File: src/rtl/fb_swap_ctrl.sv
// Frame sequencer for a double-buffered framebuffer pair: clear back, render, wait vsync, swap.
// Optional statistics outputs are compiled in with `define FB_SWAP_STATS_EN.
module fb_swap_ctrl #(
  parameter int FB_WIDTH      = 160,
  parameter int FB_HEIGHT     = 120,
  parameter int CLEAR_TIMEOUT = FB_WIDTH*FB_HEIGHT+8
`ifdef FB_SWAP_STATS_EN
  ,
  parameter int CNT_WIDTH     = 16
`endif
) (
  input  logic clk,
  input  logic rst,
  input  logic enable,
  input  logic frame_start,
  input  logic render_done,
  input  logic fb0_clearing,
  input  logic fb1_clearing,
  output logic fb0_clear,
  output logic fb1_clear,
  output logic render_start,
  output logic back_sel,
  output logic swap,
  output logic busy,
  output logic clear_err
`ifdef FB_SWAP_STATS_EN
  ,
  output logic [CNT_WIDTH-1:0] frames_out,
  output logic [CNT_WIDTH-1:0] dropped_out,
  output logic [CNT_WIDTH-1:0] render_cycles_out
`endif
);

  // state      | meaning
  // IDLE       | parked, waiting for enable
  // CLEAR      | clearing the back buffer (fbN, N = back_sel)
  // RENDER     | rasterizer drawing into the back buffer
  // WAIT_VSYNC | render finished, holding for the next frame_start
  // SWAP       | one cycle: swap pulse, back_sel flips at its end
  typedef enum logic [2:0] {
    IDLE       = 3'd0,
    CLEAR      = 3'd1,
    RENDER     = 3'd2,
    WAIT_VSYNC = 3'd3,
    SWAP       = 3'd4
  } state_t;

  localparam int TO_W = $clog2(CLEAR_TIMEOUT + 1);
  localparam logic [TO_W-1:0] TO_LAST = TO_W'(CLEAR_TIMEOUT - 1);

  state_t          state, state_nxt;
  logic            seen_clearing;
  logic [TO_W-1:0] clr_cnt;
  logic            in_clear;
  logic            back_clearing;
  logic            clear_done;
  logic            clear_to;
  logic            clear_req;

  assign in_clear      = (state == CLEAR);
  assign back_clearing = back_sel ? fb1_clearing : fb0_clearing;
  assign clear_done    = in_clear && seen_clearing && !back_clearing;
  // Timeout fires on the CLEAR_TIMEOUT-th CLEAR cycle; a genuine completion wins a tie.
  assign clear_to      = in_clear && !clear_done && (clr_cnt == TO_LAST);
  // Gated in the completion cycle so the buffer never starts a second clear pass.
  assign clear_req     = in_clear && !clear_done && !clear_to;

  assign fb0_clear = clear_req && !back_sel;
  assign fb1_clear = clear_req &&  back_sel;
  assign swap      = (state == SWAP);
  assign busy      = (state != IDLE);

  always_comb begin
    state_nxt = state;
    case (state)
      IDLE:       if (enable) state_nxt = CLEAR;
      CLEAR:      if (clear_done || clear_to) state_nxt = RENDER;
      RENDER:     if (render_done) state_nxt = frame_start ? SWAP : WAIT_VSYNC;
      WAIT_VSYNC: if (frame_start) state_nxt = SWAP;
      SWAP:       state_nxt = enable ? CLEAR : IDLE;
      default:    state_nxt = IDLE;
    endcase
  end

  always_ff @(posedge clk) begin
    if (rst) begin
      state         <= IDLE;
      back_sel      <= 1'b0;
      seen_clearing <= 1'b0;
      clr_cnt       <= '0;
      clear_err     <= 1'b0;
      render_start  <= 1'b0;
    end else begin
      state        <= state_nxt;
      render_start <= in_clear && (state_nxt == RENDER);
      if (state == SWAP) back_sel <= ~back_sel;
      if (in_clear && (state_nxt == CLEAR)) begin
        if (back_clearing) seen_clearing <= 1'b1;
        clr_cnt <= clr_cnt + TO_W'(1);
      end else begin
        seen_clearing <= 1'b0;
        clr_cnt       <= '0;
      end
      if (clear_to) clear_err <= 1'b1;
    end
  end

`ifdef FB_SWAP_STATS_EN
  localparam logic [CNT_WIDTH-1:0] CNT_MAX = '1;
  logic [CNT_WIDTH-1:0] render_cnt;
  logic                 dropped_evt;

  assign dropped_evt = frame_start && !render_done && (in_clear || (state == RENDER));

  always_ff @(posedge clk) begin
    if (rst) begin
      frames_out        <= '0;
      dropped_out       <= '0;
      render_cycles_out <= '0;
      render_cnt        <= '0;
    end else begin
      if (swap && (frames_out != CNT_MAX)) frames_out <= frames_out + CNT_WIDTH'(1);
      if (dropped_evt && (dropped_out != CNT_MAX)) dropped_out <= dropped_out + CNT_WIDTH'(1);
      if (state == SWAP) begin
        render_cycles_out <= render_cnt;
        render_cnt        <= '0;
      end else if ((state == RENDER) && (render_cnt != CNT_MAX)) begin
        render_cnt <= render_cnt + CNT_WIDTH'(1);
      end
    end
  end
`endif

endmodule

File: config.mk
export PLATFORM = sky130hd
export DESIGN_NAME = fb_swap_ctrl
export DESIGN_NICKNAME = d
export VERILOG_FILES = /design/src/rtl/fb_swap_ctrl.sv
export SDC_FILE = /design/constraint.sdc
export NUM_CORES = 1
export LEC_CHECK = 0
export BUFFER_PORTS_ARGS = -buffer_cell sky130_fd_sc_hd__buf_2
export CAP_MARGIN = 20
export CORE_MARGIN = 1
export CORE_UTILIZATION = 40
export CTS_BUF_LIST = sky130_fd_sc_hd__clkbuf_4 sky130_fd_sc_hd__clkbuf_8 sky130_fd_sc_hd__clkbuf_16
export DETAILED_ROUTE_END_ITERATION = 8
export PLACE_DENSITY = 0.66
export SYNTH_ARGS = -nofsm -noshare
export SYNTH_HDL_FRONTEND = slang
export SYNTH_SLANG_ARGS = --single-unit
File: constraint.sdc
create_clock -name clk -period 1.99 [get_ports clk]
set_input_delay 0.2985 -clock clk [delete_from_list [all_inputs] [get_ports clk]]
set_output_delay 0.2985 -clock clk [all_outputs]
set_load 0.01 [all_outputs]
### Word-level counts from Yosys, hierarchy flattened

Index checks and enable logic that the tools add are counted.

| word-level totals | value |
|---|---|
| output and inout bits | 7 |
| register bits after elaboration | 22 |

| operators by class | value |
|---|---|
| $add $sub $neg | 1 |
| bitwise operators | 2 |
| equal/unequal tests | 7 |
| reduce and logical (&&, ||, !) cells | 17 |
| mux-type cells | 8 |

Operators with widths:

| kind | number |
|---|---|
| $add A15 B1 Y15 const B | 1 |
| $eq A15 B15 Y1 const B | 1 |
| $mux W3 | 5 |
| $pmux W3 S5 | 1 |
| $eq A3 B2 Y1 const B | 3 |
| $logic_and A1 B1 Y1 | 9 |
| $eq A3 B1 Y1 const B | 2 |
| $logic_not A1 Y1 | 4 |
| $eq A3 B3 Y1 const B | 1 |
| $logic_not A3 Y1 | 1 |
| $reduce_bool A3 Y1 | 1 |
| $mux W1 | 2 |
| $not A1 Y1 | 2 |
| $reduce_or A2 Y1 | 1 |
| $logic_or A1 B1 Y1 | 1 |

### Logic depth before layout (Yosys ltp)

Gate-level depths: netlist of run 1.

| logic depth | value |
|---|---|
| word-level depth | 13 |
| mapped depth | 6 |
| gate-level depth less buffers | 5 |

### Worst setup path before layout of run 1

Ideal clock, no wire load.

| timing path | value |
|---|---|
| path type | register -> register |
| start | register clr_cnt[0] |
| end | register clr_cnt[14] |
| path slack | 0.040 ns |
| arrival | 1.835 ns |
| clock period less this slack | 1.950 ns |
| path buffers | 1 |
| library setup time | 0.115 ns |
| data required time | 1.875 ns |
| cell stages (with the launch flop) | 7 |
| cells stage by stage | dfxtp_1 ha_1 or4bb_1 or4_4 nand3_1 buf_4 nor2_1 |

| between the ends | value |
|---|---|
| word-level cells in the longest chain between the ends | 9 |
| elaborated cells on any way between the ends | 10 |
| classes of those cells | 1 x add/sub; 2 x eq/ne; 2 x mux; 1 x bitwise; 4 x reduce/logical |

RTL lines:

| what | RTL line | RTL |
|---|---|---|
| start: declaration | 53 | `logic [TO_W-1:0] clr_cnt;` |
| start signal: assignment | 99 | `clr_cnt <= clr_cnt + TO_W'(1);` |
| $eq A15 B15 Y1 | 64 | `assign clear_to = in_clear && !clear_done && (clr_cnt == TO_LAST);` |
| $logic_and A1 B1 Y1 | 64 |  |
| $logic_or A1 B1 Y1 | 77 | `CLEAR: if (clear_done \|\| clear_to) state_nxt = RENDER;` |
| $mux W3 | 77 |  |
| $pmux W3 S5 | 75 | `case (state)` |
| $eq A3 B1 Y1 | 97 | `if (in_clear && (state_nxt == CLEAR)) begin` |
| $logic_and A1 B1 Y1 | 97 |  |
| $not A1 Y1 (no source line) | -- |  |
| $reduce_or A2 Y1 (no source line) | -- |  |

Several ways; a longest one is shown, not always the timed one.
A chain may end at the register's enable or synchronous reset.

### Final worst setup path of run 1

| timing path | value |
|---|---|
| start | register clr_cnt[7] |
| end | output port fb1_clear |

| between the ends | value |
|---|---|
| word-level cells in the longest chain between the ends | 5 |

RTL lines:

| what | RTL line | RTL |
|---|---|---|
| $eq A15 B15 Y1 | 64 |  |
| $logic_and A1 B1 Y1 | 64 |  |
| $logic_not A1 Y1 | 66 | `assign clear_req = in_clear && !clear_done && !clear_to;` |
| $logic_and A1 B1 Y1 | 66 |  |
| $logic_and A1 B1 Y1 | 69 | `assign fb1_clear = clear_req && back_sel;` |
| end: declaration | 20 | `output logic fb1_clear,` |

No other way between the ends.

==> results.tsv, run 1 <==
stage	metric	value	unit
status	status	finished, violations left	
status	violations	negative setup slack	
cts	hold_buffers	0	
layout	regArea	441.7	sq um
cts	clkSlewWorstSetupHoldPaths	0.13	ns
timing	worst_pin_slew	0.4235	ns
die	coreArea	2255	sq um
hold_path	hold_path.class	primary input to flop	
logic_synthesis	synth_area	980.9	sq um
cts	cts_made_buffers	3	
power	peakVddDrop	0.4227	mV
route	drt_first_pass_iters	3	
cts	cts_htree_levels	1	
layout	areaGrowthSynthToFinish	30.36	%
setup_path	r2r_start	clr_cnt[7]	
setup_path	r2r_slack	-0.27	ns
setup_path	crit_path_end_kind	output pin	
hold_path	hold_start	rst	
hold_path	holdPathStages	2	
logic_synthesis	syn-num-nets	121	
layout	antenna_cells	0	
global_route	antenna_found_initial	0	
cts	cts.sinks	22	
setup_path	arrival	2.05	ns
global_route	grt_util_all_layers	0.1704	
timing	final-setup-viol-count	6	
cts	cts_buffer_depth	2	
setup_path	required	1.69	ns
logic_synthesis	postSynthAreaPerCell	8.681	sq um
cts	insertion_delay	0.31	ns
logic_synthesis	synthFlopType	dfxtp_1	
layout	fin_util	0.5671	
timing	hold_violations	0	
power	switching_share	0.2021	
power	switchingPower	170.9	uW
timing	setup_slack	-0.3598	ns
power	leakage	0.4647	nW
power	combPwrFrac	0.062	
layout	fillers	234	
layout	multiInputGateArea	519.2	sq um
power	p_clk_frac	0.405	
logic_synthesis	synth-edff-count	0	
timing	max_freq	425.6	MHz
logic_synthesis	synth_warnings	0	
placement	dp.final_hpwl	1.474	mm
layout	fin_nets	153	
logic_synthesis	synth_cells	113	
setup_path	critical_path_class	flop to output pin	
route	viasPerCell	4.878	
logic_synthesis	synth_seq_area_share	0.4490	
setup_path	r2r_cells	6	
logic_synthesis	post-synth-top-count-cell	nor2_1	
logic_synthesis	synth-seq-cells	22	
die	start_util	0.4351	
timing	min_period	2.350	ns
route	drc	0	
route	wl_per_cell	11.53	microns
die	rows	17	
die	die_h	51.52	microns
placement	gp_congestion	0.7995	
layout	drive_gt1_frac	0.2847	
setup_path	r2r_end	clear_err	
route	drtIter0Drc	4	
timing	whs	0.2237	ns
setup_path	startpoint_type	flop	
cts	cts.root.buffer_cell	clkbuf_4	
die	die_x	51.52	microns
timing	maxSlewViolCount	0	
timing	min_period_over_period	1.181	
timing	relSlewSlack	0.7151	
placement	io_buffers	13	
logic_synthesis	synth_largest_area_cell	dfxtp_1	
logic_synthesis	synth_area_leaders	dfxtp_1 45%, xnor2_1 11%, nor2_1 8.8%	
timing	rsz0062_at_grt	yes	
global_route	grt_max_degree	17	
cts	tritoncts	yes	
power	seqPwrFrac	0.533	
route	postRouteAntennaNets	0	
power	power.density	661.3	nW/um^2
logic_synthesis	synth_cell_types	28	
placement	place_ws	-0.06311	ns
logic_synthesis	ys_top_cells_by_count	23 x nor2_1, 22 x dfxtp_1, 12 x xnor2_1	
setup_path	critical_path.max_fanout	4	
hold_path	holdPathEnd	state[1]	
global_route	grt_pass1_wl	3.305	mm
logic_synthesis	async_flop_share	0	
die	die_area	2654	sq um
power	intPower	674.7	uW
route	vias	839	
route	wl	1.984	mm
global_route	grt.overflow.total	0	
global_route	grt_pass1_vias	817	
logic_synthesis	synth_top_area_frac	0.4490	
die	top_level_ports	14	
run	maxCapViolCount	0	
timing	finalClockSkew	0.01675	ns
-- layout make-up --
class | instances | share of cell area
multi-input cells | 83 | 0.4061
flip-flops and latches | 22 | 0.3454
repair buffers | 29 | 0.1624
well taps | 28 | 0.02740
clock inverters | 1 | 0.02348
clock buffers | 3 | 0.01761
inverters | 6 | 0.01761
-- registers in the layout, summed over array words and instances, names as in the netlist --
| name | count |
|---|---|
| clear_err | 1 |
| clr_cnt | 15 |
| seen_clearing | 1 |
| back_sel | 1 |
| render_start | 1 |
| state | 3 |
-- routing by layer --
metal | vias up | wire length [microns] | GRT usage
li1 | 447 | - | -
met1 | 381 | 891 | 0.1848
met2 | 9 | 1023 | 0.3182
met3 | 2 | 54 | 0.02632
met4 | 0 | 14 | 0.08108
met5 | - | 0 | 0
-- logic make-up (layout without fill, tap and decap cells) --
logic type	after synthesis	count (layout)	share of synthesized area
XOR/XNOR	14	14	0.1250
buffers and inverters	8	39	0.03571
flip-flops	22	22	0.4490
AND/OR/NAND/NOR	61	61	0.3316
multiplexers	1	1	0.01020
AO/OA/AOI/OAI	6	6	0.03570
adder cells (fa/ha/maj)	1	1	0.01275
-- per-stage QoR --
step           cells  setup TNS [ns]  power (mW)  cell area, sq um
6_report         172          -1.112      0.8456              1279
5_1_grt          172          -1.488      0.8773              1279
4_1_cts          171         -0.8933      0.8554              1262
3_5_place_dp     166        -0.08015      0.5105              1186
3_3_place_gp     166        -0.03430      0.5095              1186
2_1_floorplan    113               0      0.4865             980.9
-- power groups by stage --
| stage | Combinational, mW | Sequential, mW | Clock (mW) |
|---|---|---|---|
| after floorplan | 0.0264 | 0.460 | 0 |
| after global routing | 0.0598 | 0.452 | 0.366 |
| after global placement | 0.0498 | 0.460 | 0 |
| after detailed placement | 0.0502 | 0.460 | 0 |
| after CTS | 0.0523 | 0.450 | 0.353 |
| final | 0.0528 | 0.450 | 0.342 |
-- critical path: stages, from the launching register on --
cell and delay [ns]:
dfxtp_2 0.35, or4b_4 0.51, or4_4 0.56, and3_4 0.20, buf_6 0.11
-- how the worst max path moves through the flow --
stage | start | endpoint | slack [ns] | cells after the start
CTS | clr_cnt[7] | fb1_clear | -0.37 | 4
floorplan | clr_cnt[0] | clr_cnt[14] | 0.04 | 6
global route | clr_cnt[7] | fb1_clear | -0.42 | 4
detailed placement | clr_cnt[3] | fb1_clear | -0.06 | 4
global placement | clr_cnt[3] | fb1_clear | -0.03 | 4
finish | clr_cnt[7] | fb1_clear | -0.36 | 4
-- placed cells by master (no fill, tap or decap) --
cell and count:
nor2_1 23, dfxtp_1 21, buf_4 14, xnor2_1 12, buf_2 12, nor3_1 7, nand2_1 6, inv_1 6
nand3_1 5, nand4_1 4, a21oi_1 3, clkbuf_4 3, nor3b_1 2, xor2_1 2, nand2b_1 2, a211oi_2 2
nor4_1 2, buf_6 2, or3_1 1, mux2i_1 1, or3b_2 1, or4b_1 1, or4b_4 1, or4bb_1 1
or4_4 1, and3_4 1, and2_1 1, or3b_1 1, o21ai_0 1, and3_2 1, ha_1 1, bufinv_16 1
dfxtp_2 1, buf_12 1
-- timing repair --
action,CTS,global route
setup endpoints to repair,3,5
pin swaps,3,2
endpoints found under the hold margin,0,0
resized for setup,4,2
buffers inserted,1,1
Power figures use the tool's default switching activity.
==> run 2: changes to the inputs <==
Settings changed: REMOVE_ABC_BUFFERS set to 1.
==> run 2 against run 1 <==
The run still ends with negative setup slack left. Sequential share of layout area shrank 0.82 points. Critical path depth did not move. Fmax grew 0.47%. Utilization up 1.4 points. Largest cell class unchanged. Highest routed layer unchanged.
==> results.tsv, run 2 (synthesis results as in run 1) <==
stage	metric	value	unit	change
setup_path	critical_path.max_fanout	4		unchanged
route	vias	864		+3.0%
setup_path	cp_top_family	simple AND/OR/NAND/NOR gates		
cts	cts_buffer_depth	2		unchanged
timing	relSlewSlack	0.7685		+0.05345
die	top_level_ports	14		unchanged
power	power.density	577.4	nW/um^2	-13%
cts	cts_htree_levels	1		unchanged
layout	areaGrowthSynthToFinish	33.55	%	
route	wl_per_cell	11.50	microns	-0.30%
cts	cts_made_buffers	3		unchanged
setup_path	required	1.69	ns	about the same
layout	final_cells	174		+1.2%
global_route	grt_max_degree	13		-4
timing	finalClockSkew	0.001406	ns	-0.01534 ns
cts	cts.root.buffer_cell	clkbuf_4		
layout	top_register	clr_cnt		
global_route	grt.overflow.total	0		unchanged
layout	drive_gt1_frac	0.3082		+0.02350
route	drc	0		unchanged
layout	antenna_cells	0		unchanged
layout	fin_nets	155		+1.3%
layout	layout_common_cells	23 x nor2_1, 21 x dfxtp_1, 16 x buf_4		
layout	final_common_cell	nor2_1		
die	rows	17		unchanged
timing	whs	0.2279	ns	+0.004286 ns
timing	hold_violations	0		unchanged
cts	tritoncts	yes		
placement	dp.final_hpwl	1.475	mm	about the same
setup_path	arrival	2.04	ns	about the same
global_route	grt_pass1_vias	881		+7.8%
placement	dp_cells	168		+1.2%
setup_path	startpoint_type	flop		
cts	cts.sinks	22		unchanged
run	maxCapViolCount	0		unchanged
hold_path	hold_path.class	primary input to flop		
setup_path	critical_path_class	flop to output pin		
layout	fin_util	0.5810		+0.01387
setup_path	crit_path_end_kind	output pin		
die	start_util	0.4351		unchanged
timing	rsz0062_at_grt	yes		
route	drtIter0Drc	16		+12
global_route	antenna_found_initial	0		unchanged
setup_path	crit_slowest_cell	or4_4		
route	wl	2.001	mm	+0.86%
route	postRouteAntennaNets	0		unchanged
route	drt_first_pass_iters	4		+1
layout	largest_reg_flops	15		unchanged
layout	largest_registers	clr_cnt: 15 flops, state: 3 flops		
setup_path	slowest_delay	0.57	ns	about the same
timing	maxSlewViolCount	0		unchanged
status	violations	negative setup slack		
placement	io_buffers	13		unchanged
placement	place_ws	-0.06045	ns	+0.002653 ns
cts	insertion_delay	0.31	ns	about the same
timing	min_period	2.339	ns	-0.01105 ns
die	die_x	51.52	microns	unchanged
timing	min_period_over_period	1.175		-0.005554
layout	fillers	210		-10%
status	status	finished, violations left		
global_route	grt_pass1_wl	3.601	mm	+9.0%
die	die_area	2654	sq um	unchanged
global_route	grt_util_all_layers	0.1870		+0.01663
setup_path	worstPathCellList	or4b_4, or4_4, and3_4, buf_6		
setup_path	critical_path_buf_inv_count	1		unchanged
cts	clkSlewWorstSetupHoldPaths	0.11	ns	-0.02 ns
timing	max_freq	427.6	MHz	+0.47%
placement	gp_congestion	0.8456		+5.8%
timing	worst_pin_slew	0.3465	ns	-0.07702 ns
power	peakVddDrop	0.4850	mV	+15%
die	coreArea	2255	sq um	unchanged
timing	final-setup-viol-count	19		+13
timing	setup_slack	-0.3488	ns	+0.01105 ns
timing	fin_tns_setup	-2.215	ns	-1.103 ns
die	die_h	51.52	microns	unchanged
power	leakage	0.4769	nW	+2.6%
route	viasPerCell	4.966		+1.8%
[run 2: cell types whose count changed in the layout (fill, tap and decap cells not counted), sizes merged]
cell / before / now
buf: 29 / 31
bufinv: 1 / 0
clkbuf: 3 / 4
[run 2: per-stage QoR]
stage | cell area, sq um | total power, mW
after floorplan | 968.4 | 0.4848
after global placement | 1201 | 0.5095
after detailed placement | 1201 | 0.5111
after CTS | 1306 | 0.7711
after global routing | 1310 | 0.8002
final | 1310 | 0.7564
[run 2: area by class of cell]
class                           instances  area [sq um]  share of cell area
Clock buffer                            4         36.28             0.02770
Inverter                                6         22.52             0.01719
Multi-Input combinational cell         83         535.5              0.4088
Sequential cell                        22         441.7              0.3372
Tap cell                               28         35.03             0.02674
Timing Repair Buffer                   31         239.0              0.1824
[run 2: layer usage]
metal	part of all wire	GRT usage
met1	0.44	0.2066
met2	0.50	0.3333
met3	0.038	0.03509
met4	0.021	0.1036
met5	0	0
[run 2: power breakdown]
group	switching [mW]	internal (mW)	leakage [nW]	total (mW)
registers	0.00440	0.446	0.178	0.450
logic	0.0309	0.0324	0.278	0.0633
clock network	0.131	0.112	0.0210	0.243
total	0.166	0.590	0.477	0.756
[run 2: worst paths after layout]
path,start,endpoint,slack (ns),cells past startpoint
max reg2reg,clr_cnt[7],state[1],-0.15,6
max,clr_cnt[7],fb1_clear,-0.35,4
min reg2reg,seen_clearing,seen_clearing,0.47,2
min,rst,state[1],0.23,2
[run 2: worst register-to-register path: stages (launching register included)]
cell and delay [ns]:
dfxtp_2 0.34, or4b_4 0.52, or4_4 0.57, buf_4 0.16, buf_4 0.13, and3_2 0.19
a211oi_2 0.17
[run 2: repair_timing]
item	CTS	global route
pin swaps	3	0
hold buffers	0	0
cloned	1	0
buffers inserted	1	0
resized for setup	8	1
setup endpoints to repair	20	22
==> run 3: changes to the inputs <==
Settings changed: CELL_PAD_IN_SITES_DETAIL_PLACEMENT set to 0, CELL_PAD_IN_SITES_GLOBAL_PLACEMENT set to 1, CORE_UTILIZATION 40 to 37, PLACE_DENSITY 0.66 to 0.78.
==> run 3 against run 2 <==
The run still ends with negative setup slack left. Die area is 7.8% higher. Critical path depth stayed put. Sequential power about the same. Largest power group unchanged. Highest routed layer unchanged.
==> results.tsv, run 3 (synthesis results as in run 1) <==
stage	metric	value	unit	change
timing	min_period_over_period	1.182		+0.007031
timing	setup_slack	-0.3628	ns	-0.01399 ns
timing	hold_violations	0		unchanged
setup_path	worstPathCellList	or4b_4, or4_4, and3_4, buf_6		
cts	cts.root.buffer_cell	clkbuf_4		
setup_path	crit_slowest_cell	or4_4		
layout	areaGrowthSynthToFinish	38.65	%	
global_route	grt_pass1_vias	811		-7.9%
cts	cts_made_buffers	3		unchanged
placement	dp_cells	170		+1.2%
hold_path	holdPathStages	2		unchanged
die	top_level_ports	14		unchanged
timing	final-setup-viol-count	22		+3
status	violations	negative setup slack		
layout	final_cells	178		+2.3%
placement	dp.final_hpwl	1.491	mm	+1.1%
hold_path	hold_start	rst		
layout	top_register	clr_cnt		
route	drtIter0Drc	10		-6
route	vias	876		+1.4%
cts	insertion_delay	0.32	ns	about the same
cts	clkSlewWorstSetupHoldPaths	0.12	ns	about the same
die	die_area	2861	sq um	+7.8%
cts	cts_htree_levels	1		unchanged
setup_path	required	1.69	ns	about the same
cts	cts.sinks	22		unchanged
cts	tritoncts	yes		
global_route	grt_max_degree	17		+4
timing	max_freq	425.0	MHz	-0.59%
setup_path	arrival	2.05	ns	about the same
power	peakVddDrop	0.3322	mV	-32%
setup_path	r2r_start	clr_cnt[4]		
run	maxCapViolCount	0		unchanged
global_route	grt.overflow.total	0		unchanged
layout	fin_nets	157		+1.3%
layout	layout_common_cells	23 x nor2_1, 20 x dfxtp_1, 15 x buf_4		
layout	largest_registers	clr_cnt: 15 flops, state: 3 flops		
setup_path	critical_path_class	flop to output pin		
layout	largest_reg_flops	15		unchanged
layout	drive_gt1_frac	0.3311		+0.02286
layout	fillers	246		+17%
timing	relSlewSlack	0.7567		-0.01178
layout	antenna_cells	0		unchanged
setup_path	r2r_slack	-0.34	ns	-0.19 ns
route	wl_per_cell	11.85	microns	+3.0%
die	rows	18		+1
die	coreArea	2500	sq um	+11%
layout	final_common_cell	nor2_1		
power	total_power	858.2	uW	+13%
status	status	finished, violations left		
setup_path	critical_path.max_fanout	3		-1
global_route	antenna_found_initial	0		unchanged
setup_path	slowest_delay	0.57	ns	about the same
timing	rsz0062_at_grt	yes		
setup_path	startpoint_type	flop		
timing	fin_tns_setup	-4.512	ns	-2.297 ns
route	viasPerCell	4.921		-0.89%
layout	multiInputGateArea	541.8	sq um	+1.2%
die	start_util	0.3924		-0.04268
power	leakage	0.5009	nW	+5.0%
cts	hold_buffers	0		unchanged
die	die_x	53.49	microns	+3.8%
setup_path	critical_path_buf_inv_count	1		unchanged
timing	maxSlewViolCount	0		unchanged
global_route	grt_pass1_wl	3.270	mm	-9.2%
power	power.density	631.0	nW/um^2	+9.3%
layout	fin_util	0.5440		-0.03698
route	drc	0		unchanged
layout	regArea	442.9	sq um	+0.28%
placement	io_buffers	13		unchanged
setup_path	r2r_cells	7		+1
setup_path	crit_path_end_kind	output pin		
setup_path	r2r_end	clear_err		
hold_path	hold_path.class	primary input to flop		
cts	cts_buffer_depth	2		unchanged
setup_path	cp_top_family	simple AND/OR/NAND/NOR gates		
placement	gp_congestion	0.8354		-1.2%
die	die_h	53.49	microns	+3.8%
route	wl	2.109	mm	+5.4%
timing	min_period	2.353	ns	+0.01399 ns
timing	finalClockSkew	0.007897	ns	+0.006491 ns
timing	worst_pin_slew	0.3616	ns	+0.01508 ns
hold_path	holdPathEnd	clear_err		
route	postRouteAntennaNets	0		unchanged
global_route	grt_util_all_layers	0.1616		-0.02540
route	drt_first_pass_iters	4		unchanged
-- run 3: per-layer routing --
layer  GRT usage  part of all wire
met1      0.1744              0.42
met3     0.02586             0.038
met4     0.07895             0.016
met2      0.2979              0.53
met5           0                 0
-- run 3: power breakdown --
group	switching [mW]	internal, mW
Combinational	0.0306	0.0317
Sequential	0.00430	0.446
Clock	0.142	0.204
-- run 3: metrics by stage --
| step | hold slack [ns] | worst slack [ns] | instance area [sq um] |
|---|---|---|---|
| 2_1_floorplan | 0.3676 | 0.01775 | 968.4 |
| 3_3_place_gp | 0.4334 | -0.02035 | 1204 |
| 3_5_place_dp | 0.4487 | -0.03452 | 1204 |
| 4_1_cts | 0.1949 | -0.3601 | 1285 |
| 5_1_grt | 0.2172 | -0.4126 | 1360 |
| 6_report | 0.2213 | -0.3628 | 1360 |
-- run 3: how the worst max path moves through the flow --
stage                              end  slack [ns]       start  depth (start not counted)
after floorplan            clr_cnt[10]        0.02  clr_cnt[0]                          5
after global placement       fb1_clear       -0.02  clr_cnt[3]                          4
after detailed placement  render_start       -0.03  clr_cnt[3]                          5
after CTS                    fb1_clear       -0.36  clr_cnt[4]                          4
after global routing         fb1_clear       -0.41  clr_cnt[4]                          4
final                        fb1_clear       -0.36  clr_cnt[4]                          4
-- run 3: repair_timing --
action / in CTS / in global routing
setup endpoints to repair: 6 / 20
gates resized for setup: 5 / 9
gates cloned: 0 / 1
pin swaps: 2 / 4
setup buffers: 1 / 2
-- run 3: worst register-to-register path: cells and delay by family (launching register included) --
| family | cells | cell delay [ns] |
|---|---|---|
| compound gates | 1 | 0.12 |
| buf+inv | 3 | 0.36 |
| flops | 1 | 0.34 |
| simple gates | 3 | 1.45 |
-- run 3: final cells by class --
cell class | count | area share
repair buffers | 33 | 0.1932
clock inverters | 1 | 0.02208
clock buffers | 3 | 0.01656
flip-flops and latches | 22 | 0.3257
inverters | 6 | 0.01656
well taps | 30 | 0.02760
multi-input cells | 83 | 0.3983
